**src/rtl/rr_priority_encoder16.sv**
```systemverilog
// rr_priority_encoder16: sticky 16-source request collector with fair round-robin index grants over valid/ready
//   clk       rising-edge clock
//   reset     asynchronous active-high reset
//   req_in    request strobes, each high bit marks its source pending
//   out_idx   index of the granted source
//   out_valid out_idx holds a grant
//   out_ready consumer takes out_idx this cycle when out_valid is high
//   pending   registered pending vector
//   overflow  sticky, a request hit a source that was already pending
module rr_priority_encoder16 #(
  parameter int N = 16,
  parameter int W = 4
) (
  input  logic         clk,
  input  logic         reset,
  input  logic [N-1:0] req_in,
  output logic [W-1:0] out_idx,
  output logic         out_valid,
  input  logic         out_ready,
  output logic [N-1:0] pending,
  output logic         overflow
);
  typedef enum logic {IDLE, HOLD} state_t;
  state_t state, state_nx;
  logic [W-1:0] ptr, start, idx_nx;
  logic [N-1:0] clear_mask, rem, vec;
  logic accept, load;
  // first set bit of v at or after s, wrapping; scanning downward lets the nearest bit win
  function automatic logic [W-1:0] pick(input logic [N-1:0] v, input logic [W-1:0] s);
    logic [W-1:0] r, k;
    r = s;
    for (int i = N - 1; i >= 0; i--) begin
      k = s + W'(i);
      if (v[k]) r = k;
    end
    return r;
  endfunction
  always_ff @(posedge clk or posedge reset)
    if (reset) state <= IDLE;
    else state <= state_nx;
  always_comb
    state_nx = out_valid ? ((accept & ~|rem) ? IDLE : HOLD) : (|pending ? HOLD : IDLE);
  assign out_valid = state == HOLD;
  // the search only ever sees registered pending, never same-cycle requests
  always_comb begin
    accept = out_valid & out_ready;
    clear_mask = accept ? N'(1) << out_idx : '0;
    rem = pending & ~clear_mask;
    vec = out_valid ? rem : pending;
    start = out_valid ? out_idx + 1'b1 : ptr;
    idx_nx = pick(vec, start);
    load = state_nx == HOLD && (!out_valid || accept);
  end
  always_ff @(posedge clk or posedge reset)
    if (reset) begin
      pending <= '0;
      overflow <= 1'b0;
      ptr <= '0;
      out_idx <= '0;
    end else begin
      pending <= rem | req_in;
      overflow <= overflow | |(req_in & rem);
      if (accept) ptr <= out_idx + 1'b1;
      if (load) out_idx <= idx_nx;
    end
endmodule

```
**config.mk**
```make
export PLATFORM = sky130hd
export DESIGN_NAME = rr_priority_encoder16
export DESIGN_NICKNAME = d
export VERILOG_FILES = /design/src/rtl/rr_priority_encoder16.sv
export SDC_FILE = /design/constraint.sdc
export NUM_CORES = 1
export LEC_CHECK = 0
export CAP_MARGIN = 20
export CORE_MARGIN = 4
export CORE_UTILIZATION = 30
export CTS_BUF_LIST = sky130_fd_sc_hd__clkbuf_4
export CTS_CLUSTER_SIZE = 28
export DETAILED_ROUTE_END_ITERATION = 10
export HOLD_SLACK_MARGIN = 0.08
export SLEW_MARGIN = 20
export SYNTH_ARGS = -nofsm -noshare
export SYNTH_HDL_FRONTEND = slang
export SYNTH_SLANG_ARGS = --single-unit
```
**constraint.sdc**
```tcl
create_clock -name clk -period 5.85 [get_ports clk]
set_input_delay 1.755 -clock clk [delete_from_list [all_inputs] [get_ports clk]]
set_output_delay 1.755 -clock clk [all_outputs]
set_load 0.005 [all_outputs]
```
; ---- After elaboration in Yosys (flattened, before gate mapping)
; Cells that the tools add are included.
[word_totals]
latchBits = 0
memories = 0
out_inout_bits = 22
ram_bits = 0
reg_bits = 26
mem_bits_ro = 0
[op_classes]
add_sub_neg = 16
n_reduce_logical = 7
order_cmp = 16
n_bitwise = 7
n_mul = 0
div_mod_pow = 0
n_eq_ne = 0
shift = 1
muxes = 54
[op_table]
columns = operator, count
row1 = $lt 4x5->1 const B, 16
row2 = $mux 4, 17
row3 = $bmux 1 s4, 16
row4 = $reduce_or 16->1, 3
row5 = $add 4x4->4 const B, 8
row6 = $and 16x16->16, 2
row7 = $mux 16, 2
row8 = $mux 1, 19
row9 = $add 4x3->4 const B, 4
row10 = $not 16->16, 1
row11 = $or 16x16->16, 1
row12 = $shl 1x4->16 const A, 1
row13 = $add 4x1->4 const B, 2
row14 = $add 4x2->4 const B, 2
row15 = $and 1x1->1, 2
row16 = $logic_not 1->1, 2
row17 = $logic_and 1x1->1, 1
row18 = $logic_or 1x1->1, 1
row19 = $or 1x1->1, 1

; ---- Logic depth before layout (Yosys ltp)
; Gate-level depths: netlist (run 1).
[depth]
ltp_word = 23
ltp_mapped = 20
depth_no_buf = 15

; ---- Worst setup path before layout (run 1)
; No wires, ideal clock.
[synth_path]
path_type = input to register
startpoint = input out_ready
endpoint = register out_idx[2]
t_arrival_ps = 4217
path_stages = 11
n_path_buf = 1
slack_ps = 1501
path_cell_list = buf_4 nand3_1 o21ai_2 mux4_2 or3_1 and4b_1 o31a_1 a211o_1 a221o_1 a211oi_2 o22ai_1
[synth_between]
elab_chain_len = 23
elab_cells_between_ends = 60
[synth_lines]
columns = item, line_no
row1 = from (decl), 19  ; input logic out_ready,
row2 = $and 1x1->1 *, 46  ; accept = out_valid & out_ready;
row3 = $mux 16, 47  ; clear_mask = accept ? N'(1) << out_idx : '0;
row4 = $not 16->16, 48  ; rem = pending & ~clear_mask;
row5 = $and 16x16->16, 48
row6 = $mux 16, 49  ; vec = out_valid ? rem : pending;
row7 = $bmux 1 s4, 34  ; if (v[k]) r = k;
row8 = $mux 1 (implied by the code), 34
row9 = $mux 4 (16 in series), 34
row10 = to (signal assigned), 64  ; if (load) out_idx <= idx_nx;
row11 = to (decl), 17  ; output logic [W-1:0] out_idx,
; Every way passes the cells marked *; elsewhere a longest branch is shown, timed or not. The select of a mux whose other input is x is not followed.
; A chain may end at the register's enable or synchronous reset.

; ---- Worst setup path in the final report (run 1)
; Same ends and word-level chain as after synthesis.

==> results of run 1 <==
-- critical path, cell delays in order --
cell             delay [ns]
clkdlybuf4s50_1        0.82
nand3_1                0.24
o21ai_1                0.50
mux2i_1                0.26
mux4_2                 0.55
mux2i_2                0.29
o21ai_0                0.12
a211o_1                0.28
a221o_1                0.36
a211oi_2               0.19
o22ai_1                0.10
-- area by class of cell --
| class | instances | area share, % |
|---|---|---|
| clock inverters | 1 | 0.6091 |
| repair buffers | 60 | 11.17 |
| diodes | 1 | 0.05076 |
| multi-input cells | 422 | 68.45 |
| well taps | 180 | 4.569 |
| inverters | 19 | 1.497 |
| flip-flops and latches | 26 | 13.20 |
| clock buffers | 3 | 0.4569 |
-- path summary, 6_finish.rpt --
path / endpoint / slack (ns) / cells after the start
min in group asynchronous: ptr[1] / 1.76 / 2
setup reg to reg: out_idx[1] / 0.90 / 15
setup / recovery: out_idx[2] / 0.62 / 11
hold / removal: ptr[0] / 0.53 / 2
max in group asynchronous: pending[6] / 3.68 / 2
hold reg to reg: ptr[0] / 0.53 / 2
-- layer usage --
metal | global-route usage, % | up-vias | part of all wire [%]
met1 | 29.64 | 2232 | 45
met4 | 4.984 | 0 | 3.2
li1 | - | 2016 | -
met5 | 0 | - | 0
met2 | 32.86 | 247 | 45
met3 | 2.717 | 41 | 6.5
-- registers in the layout (all words and copies together) (netlist names) --
register   flops
pending       16
ptr            4
overflow       1
out_idx        4
out_valid      1
-- cells in the final DEF (no fill, tap or decap), types with 4 or more instances in the layout --
cell type,count
clkdlybuf4s50_1,40
mux2i_1,34
a21oi_1,30
nand2_1,28
dfrtp_1,26
o21ai_0,23
nor3_1,22
nor2_1,21
o211ai_1,21
buf_4,20
nand2b_1,19
nand3_1,16
inv_1,15
mux4_2,15
ha_1,13
mux2_2,12
o21a_1,11
o21ai_2,9
o21ai_1,7
and2_1,7
a211oi_1,7
nand3b_1,5
nand4_1,5
nor4_1,5
nor2b_1,5
o2111ai_1,5
xnor2_1,4
a21boi_0,4
o311ai_1,4
o221ai_1,4
a221oi_1,4
xnor2_2,4
o211a_1,4
a22oi_1,4
a31oi_1,4
-- metrics by stage --
step,worst slack [ns],hold WS [ns],instance area (um^2),std cells,utilization [%]
finish,0.6249,0.5316,4930,712,35.38
detailed placement,0.3097,0.5003,4875,707,34.98
global route,0.5198,0.5803,4930,712,35.38
CTS,0.7132,0.5346,4927,711,35.36
global placement,0.4456,0.4878,4875,707,34.98
floorplan,1.501,0.4643,4284,494,-
-- cell families after synthesis --
group,Yosys count
AOI/OAI and AO/OA,174
xor gates and xnor gates,8
adders and majority gates,13
buffers and inverters,46
DFF,26
muxes,68
and+or+nand+nor,159
==> flow_metrics.py, run 1 <==
metrics = {
    "final_layout": {
        "fill_cells": 1448,
        "multi_input_comb_area_mm2": 0.003374,
        "seq_area_um2": 650.6,
        "drive_gt1_share_pct": 17.70,
        "nets": 564,
        "area_growth_pct": 15.07,
    },
    "grt": {
        "overflow": 0,
        "grt_pass1_vias": 4325,
        "grt_first_pass_wirelength_mm": 26.50,
        "grt_max_degree": 32,
        "grt_usage_pct": 20.65,
        "antenna_found_initial": 1,
    },
    "critical_path": {
        "path_class": "in2reg",
        "startpoint_type": "input pin",
        "cp.required_ns": 6.11,
        "cp-startpoint": "out_ready",
        "r2r-start": "out_idx[2]",
        "critPathArrivalTime_ns": 5.49,
        "endpoint_kind": "register",
        "cp_max_fo": 11,
    },
    "timing": {
        "hold_viol": 0,
        "drv_slew": 0,
        "final.setup_skew_ns": 0.01001,
        "max_freq_ghz": 0.1914,
        "tightest_slew_ns": 0.9163,
        "period_share_pct": 89.32,
        "min_period_ns": 5.225,
        "slew_headroom_pct": 38.69,
        "rsz0062_at_grt": "false",
        "setup_violations": 0,
        "fin_setup_tns_ns": 0,
    },
    "logic_synthesis": {
        "synth-main-ff-cell": "dfrtp_1",
        "synth_nets": 526,
        "netlist_area_mm2": 0.004284,
        "synth_top_cells_by_count": "mux2i_1, a21oi_1, nand2_1",
        "synth_xor_area_share_pct": 2.336,
        "synth_compound_gate_area_share_pct": 29.21,
        "synth-adder-area-share_pct": 3.797,
        "synth_most_common_cell": "mux2i_1",
        "yosys.area.top_type_share_pct": 15.19,
        "yosys.area_share.simple_pct": 21.61,
        "ys_seq_area_share_pct": 15.19,
        "yosysWarnings": 0,
        "synth_top_family_by_area": "compound AO/OA/AOI/OAI gates",
        "synth_top_cell_by_area": "dfrtp_1",
        "syn_area_per_cell_um2": 8.672,
        "synth.area.mux_share_pct": 21.82,
        "synth_seq_cells": 26,
        "synth_cells": 494,
        "async_flop_share_pct": 100.0,
        "synth_edf_count": 0,
        "synth.distinct_cells": 86,
        "synthTopCellsByArea": "dfrtp_1, mux2i_1, mux4_2, ha_1, o211ai_1",
    },
    "floorplan": {
        "die_area_mm2": 0.01626,
        "pin_count": 41,
        "coreArea_mm2": 0.01393,
        "start_util_pct": 30.74,
        "row_count": 43,
        "die_w_um": 127.5,
        "dieHeight_um": 127.5,
    },
    "placed_design": {
        "numPortBuffers": 40,
        "gp_congestion": 0.9756,
        "place_hpwl_mm": 13.54,
    },
    "cts": {
        "cts_hold_buffers": 0,
        "clk_path_buf_depth": 2,
        "path_clk_slew_ns": 0.16,
        "cts_made_buffers": 3,
        "post_cts_buffers": 0,
        "clk_latency_ns": 0.36,
        "cts_tree": "built",
        "cts_root_buf": "clkbuf_4",
        "cts_resized": 0,
        "cts_sinks": 26,
        "htreeDepth": 1,
    },
    "routing": {
        "drtAntennaViolNets": 0,
        "drtPass1Iterations": 6,
        "wl_per_cell_um": 23.92,
        "vias": 4536,
        "wl_mm": 17.03,
        "route.detailed.drc": 0,
        "via_per_inst": 6.371,
        "drtIter0Drc": 505,
    },
    "flow_run": {
        "drv_cap": 0,
    },
    "run_status": {
        "status": "finished clean",
    },
    "hold_path": {
        "min-delay-start": "ptr[0]",
        "min_path_type": "reg2reg",
    },
}
Power of run 1 is left out: the tool's default activity adds up to more than one toggle a clock period on the data nets, which glitch-free logic cannot reach.
==> inputs of run 2 (changes only) <==
ABC_AREA = 1   (was not set)
HOLD_SLACK_MARGIN = not set   (was 0.08)
==> run 2 against run 1 <==
Compared with the run above: flip-flop and latch count unchanged; core utilization rose by 0.41 points; die area decreased by 25%.
==> flow_metrics.py, run 2 <==
metrics = {
    "logic_synthesis": {
        "synth_cells": 542,
        "ys_seq_area_share_pct": 20.62,
        "synth_edf_count": 0,
        "synth.distinct_cells": 34,
        "synth_nets": 574,
        "synth-main-ff-cell": "dfrtp_1",
        "yosys.area.top_type_share_pct": 23.91,
        "synth_seq_cells": 26,
        "yosysWarnings": 0,
        "synthTopCellsByArea": "nand2_1, dfrtp_1, nand3_1, inv_1, a21oi_1",
        "async_flop_share_pct": 100.0,
        "synth_most_common_cell": "nand2_1",
        "syn_area_per_cell_um2": 5.822,
        "synth_top_cell_by_area": "nand2_1",
        "netlist_area_mm2": 0.003156,
        "synth_top_cells_by_count": "nand2_1, nand3_1, inv_1",
    },
    "timing": {
        "period_share_pct": 73.22,
        "holdWs_ns": 0.5106,
        "max_freq_ghz": 0.2335,
        "setup_violations": 0,
        "drv_slew": 0,
        "fin_setup_tns_ns": 0,
        "tightest_slew_ns": 0.9484,
        "min_period_ns": 4.284,
        "final.setup_skew_ns": 0.02029,
        "rsz0062_at_grt": "false",
        "slew_headroom_pct": 36.77,
        "hold_viol": 0,
    },
    "critical_path": {
        "startpoint_type": "input pin",
        "cp_max_fo": 12,
        "path_class": "in2reg",
        "cp.required_ns": 6.13,
        "crit_slowest_cell": "clkdlybuf4s50_1",
        "r2r_slack_ns": 1.62,
        "r2r-start": "out_idx[0]",
        "cpPeakStageDelay_ns": 0.57,
        "r2r_cells": 30,
        "critPathArrivalTime_ns": 4.56,
        "endpoint_kind": "register",
        "crit_family": "simple AND/OR/NAND/NOR gates",
        "crit_buf_inv": 1,
        "crit_path_frequent_cell": "nand2_1",
        "rr_endpoint": "out_idx[0]",
    },
    "routing": {
        "drtAntennaViolNets": 0,
        "vias": 3609,
        "wl_mm": 10.22,
        "route.detailed.drc": 0,
        "drtIter0Drc": 252,
        "via_per_inst": 5.069,
        "wl_per_cell_um": 14.35,
        "drtPass1Iterations": 6,
    },
    "final_layout": {
        "area_growth_pct": 16.57,
        "reg_top3": "pending (16), out_idx (4), ptr (4)",
        "final_common_cell": "nand2_1",
        "fill_cells": 1179,
        "largest_register_ffs": 16,
        "stdcell_area_mm2": 0.003679,
        "nets": 610,
        "top_register": "pending",
        "antenna_cells": 0,
        "final_cell_mix": "nand2_1, nand3_1, inv_1",
        "drive_gt1_share_pct": 6.250,
    },
    "run_status": {
        "status": "finished clean",
    },
    "hold_path": {
        "hold_end": "ptr[3]",
        "min_path_cells": 2,
        "min_path_type": "reg2reg",
        "min-delay-start": "ptr[3]",
    },
    "flow_run": {
        "drv_cap": 0,
    },
    "cts": {
        "cts_hold_buffers": 0,
        "post_cts_buffers": 0,
        "cts_made_buffers": 3,
        "clk_path_buf_depth": 2,
        "clk_latency_ns": 0.34,
        "cts_tree": "built",
        "cts_sinks": 26,
        "htreeDepth": 1,
        "path_clk_slew_ns": 0.16,
        "cts_root_buf": "clkbuf_4",
        "cts_resized": 0,
    },
    "floorplan": {
        "die_w_um": 110.6,
        "die_area_mm2": 0.01222,
        "start_util_pct": 30.70,
        "dieHeight_um": 110.6,
        "row_count": 37,
        "coreArea_mm2": 0.01028,
        "pin_count": 41,
    },
    "placed_design": {
        "place_hpwl_mm": 8.033,
        "gp_congestion": 0.9419,
        "place_area_mm2": 0.003656,
        "numPortBuffers": 40,
    },
    "grt": {
        "grt_first_pass_wirelength_mm": 17.17,
        "overflow": 0,
        "antenna_found_initial": 0,
        "grt_pass1_vias": 3525,
        "grt_usage_pct": 16.47,
        "grt_max_degree": 27,
    },
}
[run 2: cell types whose count changed after synthesis, sizes merged, moves of 21 or more]
cell,change
nand3,+85
nand2,+179
inv,+59
mux2i,-39
o211ai,-21
o21ai,-21
nor3,-23
[run 2: worst min-delay path, stage by stage (launching register included)]
cell,delay [ns]
dfrtp_1,0.38
nand2_1,0.05
o21ai_0,0.06
[run 2: metal layers]
layer	wire length, um	vias to the layer above	track usage (%)
met5	0	-	0
met4	210	0	3.612
met3	604	19	2.247
met2	4739	128	28.20
met1	4662	1644	22.03
li1	-	1818	-
[run 2: layout make-up]
cell class	count	area, um^2	share of cell area [%]
Multi-Input combinational cell	426	2120	57.62
Clock buffer	3	22.52	0.6122
Timing Repair Buffer	43	422.9	11.50
Tap cell	136	170.2	4.626
Inverter	78	292.8	7.959
Sequential cell	26	650.6	17.69
[run 2: per-stage QoR]
| step | setup WS [ns] | util (%) | cells |
|---|---|---|---|
| floorplan | 2.334 | - | 542 |
| global placement | 1.265 | 35.57 | 709 |
| detailed placement | 1.234 | 35.57 | 709 |
| CTS | 1.583 | 35.79 | 712 |
| global route | 1.058 | 35.79 | 712 |
| finish | 1.566 | 35.79 | 712 |
[run 2: cells by family after synthesis]
kind of cell | Yosys count | share of synthesized area (%)
flip-flops | 26 | 20.62
adder cells (fa/ha/maj) | 13 | 5.155
AO/OA/AOI/OAI | 64 | 11.62
XOR/XNOR | 6 | 1.904
buffers and inverters | 90 | 12.21
AND/OR/NAND/NOR | 343 | 48.49
[run 2: how the worst max path moves through the flow]
stage	from	slack [ns]	cells after the start	to
6_report	out_ready	1.57	27	out_idx[3]
5_1_grt	out_idx[0]	1.06	30	out_idx[3]
4_1_cts	out_ready	1.58	27	out_idx[3]
3_5_place_dp	out_ready	1.23	28	out_idx[1]
3_3_place_gp	out_ready	1.26	28	out_idx[1]
2_1_floorplan	out_ready	2.33	25	out_idx[0]
Power of run 2 is left out for the same reason.
==> inputs of run 3 (changes only) <==
clock period = 4.2 ns   (was 5.85 ns; I/O delays follow)
==> run 3 against run 2 <==
Compared with the run above: worst setup slack got worse by 1.1 ns; first-iteration DRC count fell by 38%; sequential share of layout area decreased by 0.24 points; non-clock buffer count rose by 7; via count down 1.5%; global-route usage down 0.32 points; flip-flop and latch count unchanged; hold slack improved by 0.013 ns; clock skew rose by 0.0013 ns; critical endpoint unchanged.
==> flow_metrics.py, run 3 (synthesis gave the netlist of run 2 again) <==
metrics = {
    "run_status": {
        "status": "finished clean",
    },
    "grt": {
        "grt_usage_pct": 16.16,
        "grt_max_degree": 27,
        "grt_pass1_vias": 3494,
        "overflow": 0,
        "grt_first_pass_wirelength_mm": 16.90,
        "antenna_found_initial": 0,
    },
    "critical_path": {
        "critPathArrivalTime_ns": 4.01,
        "endpoint_kind": "register",
        "r2r-start": "out_idx[0]",
        "startpoint_type": "input pin",
        "cp_max_fo": 12,
        "cp.required_ns": 4.47,
        "rr_endpoint": "out_idx[2]",
        "path_class": "in2reg",
        "r2r_slack_ns": 0.58,
        "r2r_cells": 29,
    },
    "final_layout": {
        "reg_top3": "pending (16), out_idx (4), ptr (4)",
        "antenna_cells": 0,
        "final_cell_mix": "nand2_1, nand3_1, inv_1",
        "nets": 617,
        "drive_gt1_share_pct": 7.363,
        "largest_register_ffs": 16,
        "stdcell_area_mm2": 0.003736,
        "area_growth_pct": 18.40,
        "top_register": "pending",
        "final_common_cell": "nand2_1",
    },
    "hold_path": {
        "min-delay-start": "ptr[3]",
        "min_path_cells": 2,
        "min_path_type": "reg2reg",
        "hold_end": "ptr[3]",
    },
    "routing": {
        "wl_mm": 9.983,
        "drtPass1Iterations": 4,
        "route.detailed.drc": 0,
        "drtIter0Drc": 157,
        "vias": 3555,
        "wl_per_cell_um": 13.87,
        "via_per_inst": 4.938,
        "drtAntennaViolNets": 0,
    },
    "floorplan": {
        "row_count": 37,
        "coreArea_mm2": 0.01028,
        "start_util_pct": 30.70,
        "dieHeight_um": 110.6,
        "die_area_mm2": 0.01222,
        "pin_count": 41,
        "die_w_um": 110.6,
    },
    "placed_design": {
        "place_area_mm2": 0.003709,
        "gp_congestion": 0.9368,
        "place_hpwl_mm": 8.105,
        "numPortBuffers": 40,
        "post-place-ws_ns": 0.1312,
    },
    "timing": {
        "max_freq_ghz": 0.2677,
        "fin_setup_tns_ns": 0,
        "slew_headroom_pct": 37.22,
        "tightest_slew_ns": 0.9360,
        "rsz0062_at_grt": "false",
        "drv_slew": 0,
        "hold_viol": 0,
        "setup_ws_ns": 0.4649,
        "setup_violations": 0,
        "period_share_pct": 88.93,
        "holdWs_ns": 0.5235,
        "min_period_ns": 3.735,
        "final.setup_skew_ns": 0.02155,
    },
    "cts": {
        "path_clk_slew_ns": 0.15,
        "clk_latency_ns": 0.34,
        "post_cts_buffers": 0,
        "cts_tree": "built",
        "htreeDepth": 1,
        "cts_made_buffers": 3,
        "cts_sinks": 26,
        "clk_path_buf_depth": 2,
        "cts_root_buf": "clkbuf_4",
    },
    "flow_run": {
        "drv_cap": 0,
    },
}
-- run 3: changes by cell type in the layout (fill, tap and decap cells not counted), sizes merged --
cell / delta
inv: -1
buf: +7
clkinv: +2
-- run 3: worst max path at each step --
stage / from / endpoint / cells after the start / slack (ns)
global route: out_ready / out_idx[2] / 26 / 0.09
global placement: out_ready / out_idx[1] / 28 / 0.17
detailed placement: out_ready / out_idx[0] / 26 / 0.13
CTS: out_ready / out_idx[0] / 26 / 0.48
finish: out_ready / out_idx[3] / 27 / 0.46
floorplan: out_idx[0] / out_idx[1] / 30 / 0.88
-- run 3: routing by layer --
layer	vias to the layer above	wire [um]	part of all wire, %	global-route usage [%]
met1	1577	4531	45	21.33
met3	20	603	6.0	1.863
li1	1835	-	-	-
met5	-	0	0	0
met2	123	4620	46	27.83
met4	0	227	2.3	4.351
-- run 3: metrics by stage --
step | util (%) | std cells
6_report | 36.35 | 720
5_1_grt | 36.35 | 720
4_1_cts | 36.34 | 720
3_5_place_dp | 36.08 | 716
3_3_place_gp | 36.08 | 716
2_1_floorplan | - | 542
-- run 3: cell type report --
type | count | area (um^2)
clock buffer | 3 | 22.52
clock inverter | 1 | 3.754
fill | 1153 | 6541
inverter | 78 | 292.8
multi-input combinational | 426 | 2120
sequential | 26 | 651.9
tap | 136 | 170.2
timing repair buffer | 50 | 475.5
-- run 3: repair_timing --
item	4_1_cts	5_1_grt
hold buffers	0	0
resized for setup	0	1
setup endpoints to repair	0	2
-- run 3: critical path: stages --
cell	delay (ns)
clkdlybuf4s50_1	0.57
nand2_4	0.17
nor2_8	0.19
nand2_1	0.15
nand3_1	0.15
nand3_1	0.12
nand3_1	0.10
nand2_1	0.08
nand2_2	0.08
nand2_2	0.09
nor2_1	0.10
nand2_1	0.06
nand2_1	0.05
nand2_1	0.05
nand2_1	0.05
nand2_1	0.04
nand2_1	0.06
nand2_1	0.05
nand2_1	0.06
nand2_1	0.05
nand2_1	0.08
nand2_1	0.06
nand2_1	0.06
nand2_1	0.05
nand2_1	0.06
nand2_1	0.06
a21boi_1	0.13
Power of run 3 is left out for the same reason.
==> variant 1: new RTL, settings of run 1 <==
Set the parameter `W` to 6 (it was 4).
--- a/src/rtl/rr_priority_encoder16.sv
+++ b/src/rtl/rr_priority_encoder16.sv
@@ -9,7 +9,7 @@
 //   overflow  sticky, a request hit a source that was already pending
 module rr_priority_encoder16 #(
   parameter int N = 16,
-  parameter int W = 4
+  parameter int W = 6
 ) (
   input  logic         clk,
   input  logic         reset,
Interface: changed (resized out_idx); port bits go from 41 to 43. No check against the original RTL was run, so the function may have changed too.
==> variant 1 against run 1 <==
Sequential cell count rose by 4. Synthesized area rose by 28%. Setup slack improved by 0.11 ns. Design area rose by 25%. First-iteration DRC count rose by 59%. Wire length rose by 28%. Via count rose by 37%. Maximum frequency rose by 2.2%. Critical path depth fell by 2. Critical endpoint is now out_idx[5]$_DFFE_PP0P_.
Power is not shown: default switching activity piles up to over one toggle a cycle in this logic, so the estimate is an artifact.
==> variant 1: results <==
[cells_and_area]
finish.cell_count_without_fillers = 981
biggestRegsByFlops = pending: 16 flops, out_idx: 6 flops, ptr: 6 flops
post_route_cells_drive_above_1_share_pct = 10.2
insertedDiodeCount = 0
finalNetCount = 785

[placed_design]
place_congestion = 1.01
port-buffer-count = 42
dp_slack_ns = 0.416
placedCellCount = 974
detailed_place_hpwl_um = 16200

[detailed_routing]
post_drt_wl_per_cell_um = 22.2
drt-vias-per-instance = 6.33
drtIter0Drc = 804
drtPass1Iterations = 5

[logic_synthesis]
yosysSeqAreaShare_pct = 13.7
post_synth.cell_area_avg_um2 = 7.42
post_synth_mux_area_share_pct = 13.8
largest_cells_by_area_after_synthesis = dfrtp_1 14%, mux2i_1 8.6%, nand2_1 5.7%
yosysUniqueCellTypes = 97
synthesized_area_fraction_occupied_by_xor_and_xnor_cells_pct = 4.39
synth_fp_nets = 771
synth.top_cells.by_count = 83 x nand2_1, 51 x nor2_1, 48 x o21ai_0, 47 x mux2i_1, 43 x a21oi_1

[setup_path]
max_stage_delay_ns = 0.83
crit_slowest_cell = or4b_2
r2r-start = out_valid$_DFF_PP0_
crit_path_max_fanout = 10

[global_routing]
number_of_global_route_vias_before_repair = 5825
groute.usage.overall_pct = 20.9
antenna_found_initial = 0

[status]
status = completed

[clock_tree]
htreeDepth = 2
cts.reportedPaths.clkPinSlew_ns = 0.12
cts_inserted_buffers = 5

[worst_hold_path]
source_of_the_worst_hold_timing_path = ptr[5]$_DFFE_PP0P_

[sta]
final.setup_skew_ns = 0.0160
-- variant 1: cell types whose count changed after synthesis, moves of 13 or more --
cell / change
nand2_1: +55
nor2_1: +30
a21oi_1: +13
clkbuf_1: +26
mux2i_1: +13
nand3_1: +13
o21ai_0: +25
-- variant 1: critical path: cells and delay by family --
| family | cells | cell delay (ns) |
|---|---|---|
| and+or+nand+nor | 4 | 1.40 |
| buffers and inverters | 1 | 0.64 |
| AOI/OAI and AO/OA | 4 | 1.56 |
-- variant 1: path summary, 6_finish.rpt --
kind | to | slack [ns] | cells past startpoint
max reg2reg | out_idx[4]$_DFFE_PP0P_ | 0.83 | 15
min in group asynchronous | pending[10]$_DFF_PP0_ | 1.78 | 3
max in group asynchronous | pending[3]$_DFF_PP0_ | 3.76 | 3
min | ptr[5]$_DFFE_PP0P_ | 0.50 | 2
min reg2reg | ptr[5]$_DFFE_PP0P_ | 0.50 | 2
max | out_idx[5]$_DFFE_PP0P_ | 0.73 | 9
-- variant 1: cell type report --
type                            instances  area, um2
Fill cell                            1927      11800
Multi-Input combinational cell        621       4340
Sequential cell                        30        751
Timing Repair Buffer                   66        601
Tap cell                              229        287
Inverter                               28        110
Clock buffer                            5       37.5
Clock inverter                          2       33.8
-- variant 1: cell families (layout without fill, tap and decap cells) --
kind of cell | Yosys count | after routing
muxes | 63 | 63
and+or+nand+nor | 265 | 265
buffers and inverters | 87 | 101
adders and majority gates | 14 | 14
AOI/OAI and AO/OA | 257 | 257
xor gates and xnor gates | 22 | 22
DFF | 30 | 30
-- variant 1: metal layers --
layer  up-vias  track usage, %  share of wire [%]
li1       2816               -                  -
met4         0            9.30                4.6
met1      2944            29.0                 44
met3        76            2.48                7.4
met2       374            32.7                 44
met5         -               0                  0
==> variant 2: new RTL, config.mk and constraints of run 1 <==
Made on the original files. Register the output `overflow` once more, with the module's reset; this adds one clock of latency there. The other outputs are not delayed to match.
--- a/src/rtl/rr_priority_encoder16.sv
+++ b/src/rtl/rr_priority_encoder16.sv
@@ -21,6 +21,8 @@
   output logic         overflow
 );
   typedef enum logic {IDLE, HOLD} state_t;
+
+  logic overflow_s0;
   state_t state, state_nx;
   logic [W-1:0] ptr, start, idx_nx;
   logic [N-1:0] clear_mask, rem, vec;
@@ -54,14 +56,22 @@
   always_ff @(posedge clk or posedge reset)
     if (reset) begin
       pending <= '0;
-      overflow <= 1'b0;
+      overflow_s0 <= 1'b0;
       ptr <= '0;
       out_idx <= '0;
     end else begin
       pending <= rem | req_in;
-      overflow <= overflow | |(req_in & rem);
+      overflow_s0 <= overflow_s0 | |(req_in & rem);
       if (accept) ptr <= out_idx + 1'b1;
       if (load) out_idx <= idx_nx;
     end
+  always_ff @(posedge clk or posedge reset) begin
+    if (reset) begin
+      overflow <= '0;
+    end else begin
+      overflow <= overflow_s0;
+    end
+  end
+
 endmodule
 
Formal check against the unedited RTL: not equivalent (a bounded check fails within 4 cycles, from zero or initial values and one cycle with reset high).
==> variant 2 against run 1 <==
Design area is 6.6% lower. Die area is 6.6% lower. Largest cell class unchanged. Core utilization is 0.51 points higher. Sequential cell count is 1 higher. Synthesized area is 7.0% lower. Wire length is 20% lower. Sequential share of layout area is 1.5 points higher. Setup slack worse by 0.079 ns.
Power is left out: the tool's default activity adds up to more than one toggle a clock period on the data nets, which glitch-free logic cannot reach.
==> variant 2: results <==
[status]
status = completed

[global_routing]
antenna_found_initial = 0
groute.usage.overall_pct = 18.6
largest_net_degree_at_the_start_of_global_routing = 32
number_of_global_route_vias_before_repair = 3893
first_pass_grt_wire_length_um = 22100

[sta]
setup-violations-final = 0
worst_pin_slew_ns = 0.940
final.setup_skew_ns = 0.0116

[logic_synthesis]
yosys.cell_count.top_type = mux2i_1
synth.top_cells.by_count = 43 x mux2i_1, 37 x nand2_1, 30 x o21ai_0, 28 x nor2_1, 27 x dfrtp_1
postSynthCellCount = 449
synth_fp_nets = 481
ys.warnings.count = 0
largest_cells_by_area_after_synthesis = dfrtp_1 17%, mux2i_1 11%, mux4_2 11%
yosysUniqueCellTypes = 79
async_flop_share_pct = 100
yosysSeqAreaShare_pct = 17.0

[placed_design]
detailed_place_hpwl_um = 10900
place_congestion = 0.991
port-buffer-count = 40

[detailed_routing]
drtPass1Iterations = 5
drtIter0Drc = 379
met3_length_um = 809
routed-wl-met2_um = 6210
post_drt_wl_per_cell_um = 20.6
drt-vias-per-instance = 5.88
met1Wirelength_um = 6280
highest-signal-layer = met4

[clock_tree]
max-clock-path-buffers = 2
number_of_gates_resized_after_cts = 0
ctsRootBufferMaster = clkbuf_4
clk-insertion-delay-late_ns = 0.33
cts_inserted_buffers = 3
htreeDepth = 1
cts_setup_buffers = 0
cts.reportedPaths.clkPinSlew_ns = 0.16

[cells_and_area]
finalNetCount = 522
insertedDiodeCount = 0
biggestRegsByFlops = pending: 16 flops, out_idx: 4 flops, ptr: 4 flops
finish.cell_count_without_fillers = 661
post_route_cells_drive_above_1_share_pct = 13.7

[setup_path]
crit_path_max_fanout = 9
arrival_ns = 5.58

[worst_hold_path]
hold_class = register to register
variant 2: cell type report:
type                       count  area (um2)
clock buffer                   4        30.0
multi-input combinational    387        3100
inverter                      15        58.8
fill                        1333        8220
tap                          172         215
sequential                    27         676
timing repair buffer          56         520
variant 2: worst max-delay path, stage by stage:
cell,delay (ns)
clkdlybuf4s50_1,0.67
nand3_2,0.24
o21ai_0,0.60
mux2i_1,0.27
mux4_2,0.59
mux2i_4,0.26
inv_1,0.12
a2111oi_4,0.30
o211ai_1,0.14
or4_1,0.44
a31oi_1,0.18
variant 2: kinds of logic after synthesis:
family / count (synthesis) / share of synthesized area [%]
AOI/OAI and AO/OA: 131 / 22.9
DFF: 27 / 17.0
buffers and inverters: 35 / 5.18
adders and majority gates: 13 / 4.08
and+or+nand+nor: 154 / 20.9
xor gates and xnor gates: 12 / 2.64
muxes: 77 / 27.3
variant 2: worst paths after layout:
kind / end / start / slack (ns) / cells past startpoint
max in group asynchronous: pending[1]$_DFF_PP0_ / reset / 3.66 / 2
worst min register to register: overflow$_DFF_PP0_ / overflow_s0$_DFF_PP0_ / 0.40 / 0
worst max-delay path: out_idx[1]$_DFFE_PP0P_ / out_ready / 0.55 / 11
min in group asynchronous: ptr[1]$_DFFE_PP0P_ / reset / 1.79 / 2
worst max register to register: out_idx[1]$_DFFE_PP0P_ / out_valid$_DFF_PP0_ / 1.26 / 15
worst min-delay path: overflow$_DFF_PP0_ / overflow_s0$_DFF_PP0_ / 0.40 / 0
variant 2: layer usage:
| layer | vias up | global-route usage, % |
|---|---|---|
| met5 | - | 0 |
| met4 | 0 | 5.05 |
| met3 | 24 | 2.97 |
| met2 | 152 | 28.7 |
| met1 | 1898 | 27.0 |
| li1 | 1810 | - |
variant 2: through the flow:
stage	instance area [um2]	setup slack (ns)	util (%)	hold slack [ns]
2_1_floorplan	3980	1.42	-	0.354
3_3_place_gp	4570	0.453	35.6	0.387
3_5_place_dp	4570	0.319	35.6	0.384
4_1_cts	4600	0.693	35.9	0.414
5_1_grt	4600	0.368	35.9	0.425
6_report	4600	0.546	35.9	0.404
